==> src/rtl/pipe_stage_buf.sv <==
// rtl/pipe_stage_buf.sv - two-entry skid-buffered pipeline stage with registered ready
// Optional stall/flush performance counters are built when PIPE_BUF_PERF_EN is defined.
module pipe_stage_buf #(
  parameter int               WIDTH     = 32,
  parameter logic [WIDTH-1:0] NOP_VALUE = {WIDTH{1'b0}},
  parameter int               CNT_W     = 16
) (
  input  logic             clk,
  input  logic             rst,
  input  logic             flush,
  input  logic             i_valid,
  output logic             o_ready,
  input  logic [WIDTH-1:0] i_data,
  output logic             o_valid,
  input  logic             i_ready,
  output logic [WIDTH-1:0] o_data,
  output logic [1:0]       o_occupancy
`ifdef PIPE_BUF_PERF_EN
  ,
  output logic [CNT_W-1:0] o_stall_cnt,
  output logic [CNT_W-1:0] o_flush_cnt
`endif
);

  typedef enum logic [1:0] {
    EMPTY = 2'd0,
    ONE   = 2'd1,
    FULL  = 2'd2
  } bufState;

  bufState          state, stateNext;
  logic [WIDTH-1:0] mainQ, skidQ;
  logic             mainLoad, mainFromSkid, skidLoad;
  logic             accept, deliver;

  // Ready depends only on registered state (and reset), never on i_ready or flush.
  assign o_ready     = (state != FULL) && !rst;
  assign o_valid     = (state != EMPTY);
  assign o_data      = o_valid ? mainQ : NOP_VALUE;
  assign o_occupancy = state;

  assign accept  = i_valid && o_ready;
  assign deliver = o_valid && i_ready;

  always_comb begin
    stateNext    = state;
    mainLoad     = 1'b0;
    mainFromSkid = 1'b0;
    skidLoad     = 1'b0;
    case (state)
      EMPTY: begin
        if (accept) begin
          stateNext = ONE;
          mainLoad  = 1'b1;
        end
      end
      ONE: begin
        if (accept && !deliver) begin
          stateNext = FULL;
          skidLoad  = 1'b1;
        end else if (!accept && deliver) begin
          stateNext = EMPTY;
        end else if (accept && deliver) begin
          mainLoad = 1'b1;
        end
      end
      FULL: begin
        if (deliver) begin
          stateNext    = ONE;
          mainLoad     = 1'b1;
          mainFromSkid = 1'b1;
        end
      end
      default: stateNext = EMPTY;
    endcase
    // Data registers may still load on a flush edge; EMPTY hides them behind NOP_VALUE.
    if (flush) stateNext = EMPTY;
  end

  always_ff @(posedge clk) begin
    if (rst) begin
      state <= EMPTY;
      mainQ <= '0;
      skidQ <= '0;
    end else begin
      state <= stateNext;
      if (mainLoad) mainQ <= mainFromSkid ? skidQ : i_data;
      if (skidLoad) skidQ <= i_data;
    end
  end

`ifdef PIPE_BUF_PERF_EN
  logic stallEvt, flushEvt;

  assign stallEvt = o_valid && !i_ready;
  assign flushEvt = flush && (o_valid || accept);

  // Both counters saturate at all-ones.
  always_ff @(posedge clk) begin
    if (rst) begin
      o_stall_cnt <= '0;
      o_flush_cnt <= '0;
    end else begin
      if (stallEvt && (o_stall_cnt != {CNT_W{1'b1}}))
        o_stall_cnt <= o_stall_cnt + CNT_W'(1);
      if (flushEvt && (o_flush_cnt != {CNT_W{1'b1}}))
        o_flush_cnt <= o_flush_cnt + CNT_W'(1);
    end
  end
`else
  logic [CNT_W-1:0] unusedCnt;
  assign unusedCnt = '0;
`endif

endmodule

==> config.mk <==
export PLATFORM = sky130hd
export DESIGN_NAME = pipe_stage_buf
export DESIGN_NICKNAME = d
export VERILOG_FILES = /design/src/rtl/pipe_stage_buf.sv
export SDC_FILE = /design/constraint.sdc
export NUM_CORES = 1
export LEC_CHECK = 0
export BUFFER_PORTS_ARGS = -buffer_cell sky130_fd_sc_hd__buf_2
export CAP_MARGIN = 25
export CORE_ASPECT_RATIO = 1.75
export CORE_MARGIN = 10
export CORE_UTILIZATION = 50
export CTS_BUF_LIST = sky130_fd_sc_hd__clkbuf_2
export CTS_CLUSTER_DIAMETER = 200
export CTS_CLUSTER_SIZE = 8
export DETAILED_ROUTE_END_ITERATION = 10
export GPL_ROUTABILITY_DRIVEN = 0
export PLACE_DENSITY = 0.85
export SETUP_SLACK_MARGIN = 0.3
export SYNTH_ARGS = -nofsm -noshare
export SYNTH_HDL_FRONTEND = slang
export SYNTH_SLANG_ARGS = --single-unit
export TNS_END_PERCENT = 20
==> constraint.sdc <==
create_clock -name clk -period 2.16 [get_ports clk]
set_input_delay 0.432 -clock clk [delete_from_list [all_inputs] [get_ports clk]]
set_output_delay 0.432 -clock clk [all_outputs]
set_load 0.1 [all_outputs]
==> qor.yml, run 1 <==
outcome: "complete, but fails checks"
violations: "negative setup slack"
fin_tns_setup_ns: -0.257
slowest_stage: "dfxtp_4"
drive_gt1_frac: 0.398
p_per_area_nw_per_um2: 542
worstMarginPinSlew_ns: 0.493
cts_tree: "done"
required_ns: 1.73
io_buffers: 72
avgRoutedWirePerCell_um: 21.2
via_count: 3362
worst_skew_pair.late_latency_ns: 0.52
clock_path_buffers: 2
pin_count: 73
dr_wl_met2_mm: 6.06
critPathLaunch: "o_occupancy[0]$_SDFFE_PP0P_"
slowest_delay_ns: 0.40
syn_avg_cell_area_um2: 8.17
nets: 491
synth_top_flop_cell: "dfxtp_1"
cts.sinks: 66
dieHeight_um: 125
period_minus_slack_ns: 2.20
syn-cell-area_um2: 3160
cts_root_buffer: "clkbuf_2"
hpwl_mm: 5.89
gr-total-overflow: 0
async_reset_ff_frac: 0
fin_ws_ns: -0.0426
drt_iter0_markers: 369
slew_headroom: 0.672
wirelength_mm: 11.5
finalCritPeriodShare: 1.02
drtPass1Iterations: 6
syn2layout_area_growth_pct: 51.3
path_common_cell: "buf_12"
grt_max_degree: 66
multiInputGateArea_um2: 1990
yosysUniqueCellTypes: 25
end_kind: "output port"
initial_core_util: 0.512
finalHoldViolations: 0
synth_nets: 426
crit_arrival_ns: 1.77
critPathBufInv: 2
grt_pass1_vias: 3144
leakage_nw: 1.87
crit_fanout: 17
fill_cells: 353
min_from: "i_data[19]"
ir_drop_mv: 0.407
cpLargestDelayFamily: "simple AND/OR/NAND/NOR gates"
die_area_um2: 10000
wl_met3_um: 813
clock.fmax_ghz: 0.454
rsz0062_at_grt: "true"
fin_worst_skew_ns: 0.0167
yosys_warnings: 0
top_layer_used: "met4"
cts_made_buffers: 9
slew_viol_final: 0
ys_seq_area_frac: 0.418
synth_edf_count: 0
antenna_left: 0
rr_startpoint: "o_occupancy[0]$_SDFFE_PP0P_"
syn-instance-count: 387
holdCritPathClass: "in2reg"
antenna_found_initial: 3
cap_violations: 0
wl_met1_mm: 3.89
chipWidth_um: 80.1
setup_viol: 14
h-tree-depth: 3
regArea_um2: 1330
critical_path_class: "reg2out"
std_cell_rows: 38
whs_ns: 0.133
track_usage: 0.183
coreArea_um2: 6180
crit_path_cell_trace: "or2_4 -> buf_12 -> and2_1 -> buf_12"
grt_pass1_wl_mm: 14.7
clkTransAtPathRegs_ns: 0.19
drc_errors: 0
route.detailed.vias_per_inst: 6.23
ys_ff_latch: 66
crit_path_start_kind: "flop"
-- cells in the final DEF (no fill, tap or decap), types with 2 or more instances in the layout --
cell and instances:
clkbuf_16 3, a21bo_2 4, diode_2 3, nand3_4 6, a311oi_2 22, nor3b_1 2
buf_4 7, nor2_1 33, clkinv_2 3, nand2_1 64, dfxtp_4 2, nand3_2 10
buf_6 4, nor2b_1 2, clkbuf_2 10, buf_8 4, and2_4 20, a21bo_1 28
dfxtp_1 64, nand3b_1 3, a21oi_1 32, nand3_1 16, inv_1 2, buf_12 40
and2_1 13, buf_2 36, a311oi_1 10
-- synthesized netlist by cell type (2+ instances only) --
cell,count,share of area
dfxtp_1,66,0.42
nand2_1,64,0.076
a21oi_1,34,0.054
and2_1,34,0.067
nor2_1,33,0.039
a311oi_1,32,0.089
nand3_1,32,0.051
clkbuf_1,30,0.036
a21bo_1,28,0.089
buf_1,5,0.0059
buf_6,5,0.018
a21bo_2,4,0.013
inv_1,3,0.0036
nand3b_1,3,0.0071
ha_1,2,0.0079
nor2b_1,2,0.0040
nor3b_1,2,0.0047
-- registers in the layout (all words and copies together), names as in the netlist --
| signal | count |
|---|---|
| mainQ | 32 |
| o_occupancy | 2 |
| skidQ | 32 |
-- power breakdown --
group	internal, mW	switching, mW
Sequential	1.27	0.0375
Combinational	0.232	0.333
Clock	0.265	0.462
Total	1.76	0.832
-- stage by stage --
stage	util	setup slack (ns)	cell area, µm²	total power, mW	cells
4_1_cts	0.695	0.00939	4290	2.48	527
3_3_place_gp	0.664	0.169	4110	1.75	508
5_1_grt	0.774	-0.0853	4790	2.67	540
2_1_floorplan	-	-0.391	3270	1.62	387
6_report	0.774	-0.0426	4790	2.60	540
3_5_place_dp	0.664	0.0589	4110	1.77	508
-- worst min-delay path: stages --
cell and delay (ns):
buf_2 0.10, nand2_1 0.05, a21oi_1 0.05
-- final timing paths --
check                           slack (ns)  cells past startpoint                      to
worst min-delay path                  0.13                      3  skidQ[19]$_SDFFE_PP0P_
worst max-delay path                 -0.04                      4              o_data[10]
worst max register to register        0.03                     12  mainQ[15]$_SDFFE_PP0P_
worst min register to register        0.47                      2  skidQ[19]$_SDFFE_PP0P_
-- repair_timing --
action / in CTS / in global routing
resized for setup: 14 / 74
hold buffers: 0 / 0
gates cloned: 1 / 4
setup endpoints to repair: 86 / 100
pin swaps: 0 / 81
setup buffers: 2 / 6
-- layer usage --
| layer | track usage | vias up |
|---|---|---|
| met5 | 0 | - |
| met4 | 0.136 | 0 |
| met3 | 0.0560 | 60 |
| met2 | 0.318 | 219 |
| met1 | 0.173 | 1611 |
| li1 | - | 1472 |
-- logic make-up after synthesis --
logic type | share of synthesized area
fa+ha+maj | 0.00791
compound gates | 0.253
simple gates | 0.257
flops | 0.418
buf+inv | 0.0645
-- area by class of cell --
cell class | count | area share
Antenna cell | 3 | 0.00157
Inverter | 3 | 0.00288
Tap cell | 80 | 0.0209
Clock inverter | 6 | 0.0120
Multi-Input combinational cell | 277 | 0.415
Clock buffer | 10 | 0.0105
Timing Repair Buffer | 95 | 0.259
Sequential cell | 66 | 0.278
Power figures use the tool's default switching activity.
==> run 2: changes to the inputs <==
--- a/config.mk
+++ b/config.mk
@@ -8,7 +8,6 @@
 export BUFFER_PORTS_ARGS = -buffer_cell sky130_fd_sc_hd__buf_2
 export CAP_MARGIN = 25
 export CORE_ASPECT_RATIO = 1.75
-export CORE_MARGIN = 10
 export CORE_UTILIZATION = 50
 export CTS_BUF_LIST = sky130_fd_sc_hd__clkbuf_2
 export CTS_CLUSTER_DIAMETER = 200
==> qor.yml, run 2 (synthesized netlist as in run 1, its figures left out) <==
outcome: "finished clean"
leakage_nw: 1.78  # -4.6%
final_area_um2: 4430  # -7.5%
worstMarginPinSlew_ns: 0.478  # -0.0146 ns
drtPass1Iterations: 7  # +1
grt_pass1_vias: 2949  # -6.2%
h-tree-depth: 3  # unchanged
whs_ns: 0.149  # +0.0164 ns
drt_iter0_markers: 272  # -26%
clock_path_buffers: 2  # unchanged
slew_viol_final: 0  # unchanged
std_cell_rows: 38  # unchanged
place_area_um2: 4100  # -0.18%
clkTransAtPathRegs_ns: 0.19  # about the same
end_kind: "output port"
layout_common_cells: "nand2_1, dfxtp_1, buf_2"
pin_count: 73  # unchanged
hpwl_mm: 5.52  # -6.2%
setup_viol: 0  # -14
grt_pass1_wl_mm: 13.5  # -8.1%
cts.sinks: 66  # unchanged
crit_path_start_kind: "flop"
wirelength_mm: 9.10  # -21%
critical_path_class: "reg2out"
seqPwrFrac: 0.497  # -0.006
ir_drop_mv: 0.317  # -22%
dieHeight_um: 107  # -14%
antenna_left: 0  # unchanged
total_power_mw: 2.61  # +0.38%
antenna_found_initial: 1  # -2
comb_power_share: 0.188  # -0.030
slew_headroom: 0.681  # +0.00972
gr-total-overflow: 0  # unchanged
chipWidth_um: 62.1  # -22%
worst_skew_pair.late_latency_ns: 0.50  # -0.02 ns
fill_cells: 428  # +21%
via_count: 3151  # -6.3%
drive_gt1_frac: 0.309  # -0.0890
cts_root_buffer: "clkbuf_2"
route.detailed.vias_per_inst: 5.87  # -5.8%
drc_errors: 0  # unchanged
p_int_mw: 1.84  # +4.5%
rsz0062_at_grt: "true"
cap_violations: 0  # unchanged
finalCritPeriodShare: 0.986  # -0.0333
grt_max_degree: 46  # -30%
io_buffers: 72  # unchanged
nets: 490  # -0.20%
coreArea_um2: 6130  # -0.77%
period_minus_slack_ns: 2.13  # -0.0719 ns
cts_tree: "done"
initial_core_util: 0.516  # +0.00397
reg2reg_slack_ns: 0.14  # +0.11 ns
track_usage: 0.258  # +0.0749
holdCritPathClass: "in2reg"
power_switching_mw: 0.764  # -8.2%
finalHoldViolations: 0  # unchanged
syn2layout_area_growth_pct: 40.0
p_sw_frac: 0.293  # -0.0275
fin_worst_skew_ns: 0.0212  # +0.00444 ns
crit_fanout: 17  # unchanged
clock.fmax_ghz: 0.469  # +3.4%
p_per_area_nw_per_um2: 588  # +8.5%
required_ns: 1.73  # about the same
p_clk_frac: 0.315  # +0.035
avgRoutedWirePerCell_um: 16.9  # -20%
die_area_um2: 6660  # -34%
cts_made_buffers: 9  # unchanged
cts_hold_buf: 0  # unchanged
crit_arrival_ns: 1.70  # -0.07 ns
[run 2: power groups by stage]
| stage | Clock [mW] | Sequential, mW | Combinational (mW) |
|---|---|---|---|
| finish | 0.821 | 1.30 | 0.490 |
| global route | 0.876 | 1.30 | 0.515 |
| CTS | 0.822 | 1.29 | 0.477 |
| detailed placement | 0 | 1.32 | 0.443 |
| global placement | 0 | 1.32 | 0.428 |
| floorplan | 0 | 1.32 | 0.300 |
[run 2: metrics by stage]
step	setup slack [ns]	setup TNS [ns]	cells	utilization
2_1_floorplan	-0.391	-32.77	387	-
3_3_place_gp	0.169	0	512	0.668
3_5_place_dp	0.0508	0	512	0.668
4_1_cts	0.0364	0	532	0.704
5_1_grt	-0.00936	-0.0297	537	0.722
6_report	0.0293	0	537	0.722
[run 2: final timing paths]
| check | to | start | cells past startpoint |
|---|---|---|---|
| min reg2reg | skidQ[1]$_SDFFE_PP0P_ | skidQ[1]$_SDFFE_PP0P_ | 2 |
| max reg2reg | mainQ[2]$_SDFFE_PP0P_ | o_occupancy[1]$_SDFFE_PP0P_ | 8 |
| max | o_data[31] | o_occupancy[1]$_SDFFE_PP0P_ | 4 |
| min | skidQ[7]$_SDFFE_PP0P_ | i_data[7] | 3 |
[run 2: critical path, stage by stage (launching register included)]
cell     delay [ns]
dfxtp_4        0.38
or2_4          0.28
buf_12         0.16
and2_1         0.20
buf_12         0.18
[run 2: timing repair]
action,in CTS,in global routing
endpoints found under the setup margin,89,90
gates resized for setup,14,9
setup buffers,3,1
cloned,1,3
[run 2: cell type report]
class	count	area [µm²]	area share
multi-input combinational	277	1730	0.390
sequential	66	1330	0.300
timing repair buffer	94	1120	0.254
tap	80	100	0.0226
clock inverter	6	81.3	0.0184
clock buffer	10	50.0	0.0113
inverter	3	13.8	0.00311
antenna	1	2.50	0.000565
[run 2: routing by layer]
metal / part of all wire / GRT usage / up-vias
met4: 0.028 / 0.140 / 0
met1: 0.38 / 0.275 / 1534
li1: - / - / 1469
met2: 0.54 / 0.477 / 123
met3: 0.050 / 0.0436 / 25
met5: 0 / 0 / -
==> run 3: changes to the inputs <==
--- a/config.mk
+++ b/config.mk
@@ -14,7 +14,7 @@
 export CTS_CLUSTER_SIZE = 8
 export DETAILED_ROUTE_END_ITERATION = 10
 export GPL_ROUTABILITY_DRIVEN = 0
-export PLACE_DENSITY = 0.85
+export PLACE_DENSITY_LB_ADDON = 0.25
 export SETUP_SLACK_MARGIN = 0.3
 export SYNTH_ARGS = -nofsm -noshare
 export SYNTH_HDL_FRONTEND = slang
==> qor.yml, run 3 (synthesized netlist as in run 1, its figures left out) <==
cts_root_buffer: "clkbuf_2"
critPathLaunch: "o_occupancy[0]$_SDFFE_PP0P_"
route.detailed.vias_per_inst: 5.79  # -1.4%
grtUsageMet2: 0.438  # -0.0392
avgRoutedWirePerCell_um: 16.5  # -2.5%
required_ns: 1.73  # about the same
cts_made_buffers: 9  # unchanged
period_minus_slack_ns: 2.09  # -0.0383 ns
critical_path_class: "reg2out"
slew_viol_final: 0  # unchanged
grt.busiest_layer: "met2"
drive_gt1_frac: 0.317  # +0.00786
slew_headroom: 0.741  # +0.0596
use_met3: 0.0447  # +0.00106
p_clk_frac: 0.273  # -0.042
io_buffers: 72  # unchanged
fill_cells: 440  # +2.8%
comb_power_share: 0.206  # +0.018
chipWidth_um: 62.1  # unchanged
p_per_area_nw_per_um2: 557  # -5.4%
whs_ns: 0.178  # +0.0281 ns
dpl.cell_count: 506  # -1.2%
grt_max_degree: 66  # +43%
grt_pass1_vias: 2799  # -5.1%
power_switching_mw: 0.736  # -3.7%
antenna_found_initial: 0  # -1
clock.fmax_ghz: 0.478  # +1.8%
utilization: 0.725  # +0.00306
antenna_left: 0  # unchanged
track_usage: 0.245  # -0.0137
rsz0062_at_grt: "true"
outcome: "finished clean"
fin_tns_setup_ns: 0  # unchanged
layout_common_cells: "nand2_1, dfxtp_1, buf_12"
finalHoldViolations: 0  # unchanged
hpwl_mm: 4.55  # -18%
grt_pass1_wl_mm: 12.9  # -4.5%
initial_core_util: 0.516  # unchanged
via_count: 3073  # -2.5%
std_cell_rows: 38  # unchanged
dieHeight_um: 107  # unchanged
total_power_mw: 2.48  # -5.0%
place_area_um2: 4090  # -0.18%
crit_path_start_kind: "flop"
die_area_um2: 6660  # unchanged
pin_count: 73  # unchanged
finalCritPeriodShare: 0.969  # -0.0177
wirelength_mm: 8.77  # -3.6%
met1_usage: 0.281  # +0.00532
clkTransAtPathRegs_ns: 0.17  # -0.02 ns
end_kind: "output port"
multiInputGateArea_um2: 1760  # +2.0%
worst_skew_pair.late_latency_ns: 0.47  # -0.03 ns
drtPass1Iterations: 4  # -3
fin_cells: 531  # -1.1%
seqPwrFrac: 0.522  # +0.025
worstMarginPinSlew_ns: 0.389  # -0.0894 ns
p_int_mw: 1.74  # -5.6%
pre_cts_ws_ns: 0.0748  # +0.0240 ns
fin_ws_ns: 0.0676  # +0.0383 ns
regArea_um2: 1330  # unchanged
gr-total-overflow: 0  # unchanged
cts_tree: "done"
rr_startpoint: "o_occupancy[0]$_SDFFE_PP0P_"
h-tree-depth: 3  # unchanged
crit_fanout: 17  # unchanged
cts_hold_buf: 0  # unchanged
drt_iter0_markers: 136  # -50%
clock_path_buffers: 2  # unchanged
leakage_nw: 1.78  # -0.33%
setup_viol: 0  # unchanged
final_area_um2: 4450  # +0.42%
diodes: 0  # -1
p_sw_frac: 0.297  # +0.00410
ir_drop_mv: 0.360  # +14%
cts.sinks: 66  # unchanged
min_from: "i_data[20]"
drc_errors: 0  # unchanged
holdCritPathClass: "in2reg"
syn2layout_area_growth_pct: 40.6
coreArea_um2: 6130  # unchanged
crit_arrival_ns: 1.66  # -0.04 ns
cap_violations: 0  # unchanged
fin_worst_skew_ns: 0.00891  # -0.0123 ns
nets: 486  # -0.82%
[run 3: cell types whose count changed in the layout (fill, tap and decap cells not counted), sizes merged]
cell      previous run  this run
bufinv               2         1
diode                1         0
clkbuf              12        13
clkinvlp             1         0
buf                 92        88
[run 3: critical path, cell delays in order (launching register included)]
cell and delay, ns:
dfxtp_4 0.38, or2_4 0.29, buf_12 0.16, and2_1 0.19, buf_12 0.17
[run 3: cell type report]
| cell class | instances | area share |
|---|---|---|
| Tap cell | 80 | 0.0225 |
| Inverter | 3 | 0.00309 |
| Timing Repair Buffer | 90 | 0.257 |
| Multi-Input combinational cell | 277 | 0.396 |
| Clock inverter | 4 | 0.00985 |
| Clock buffer | 11 | 0.0124 |
| Sequential cell | 66 | 0.299 |
[run 3: final timing paths]
check | to | slack [ns] | cells after the start
min reg2reg | skidQ[9]$_SDFFE_PP0P_ | 0.47 | 2
min | skidQ[20]$_SDFFE_PP0P_ | 0.18 | 3
max reg2reg | mainQ[6]$_SDFFE_PP0P_ | 0.09 | 10
max | o_data[31] | 0.07 | 4
[run 3: power groups by stage]
stage	Combinational, mW	Sequential, mW	Clock, mW
floorplan	0.300	1.32	0
global placement	0.431	1.32	0
detailed placement	0.442	1.32	0
CTS	0.475	1.29	0.686
global route	0.537	1.30	0.740
finish	0.509	1.29	0.675
[run 3: per-layer routing]
metal	vias up	wire length [µm]	part of all wire
met5	-	0	0
li1	1462	-	-
met2	115	4770	0.54
met1	1484	3420	0.39
met4	0	144	0.016
met3	12	440	0.050
[run 3: repair_timing]
item | 4_1_cts | 5_1_grt
pin swaps | 1 | 11
resized for setup | 13 | 28
setup endpoints to repair | 74 | 100
buffers inserted | 3 | 2
gates cloned | 1 | 4
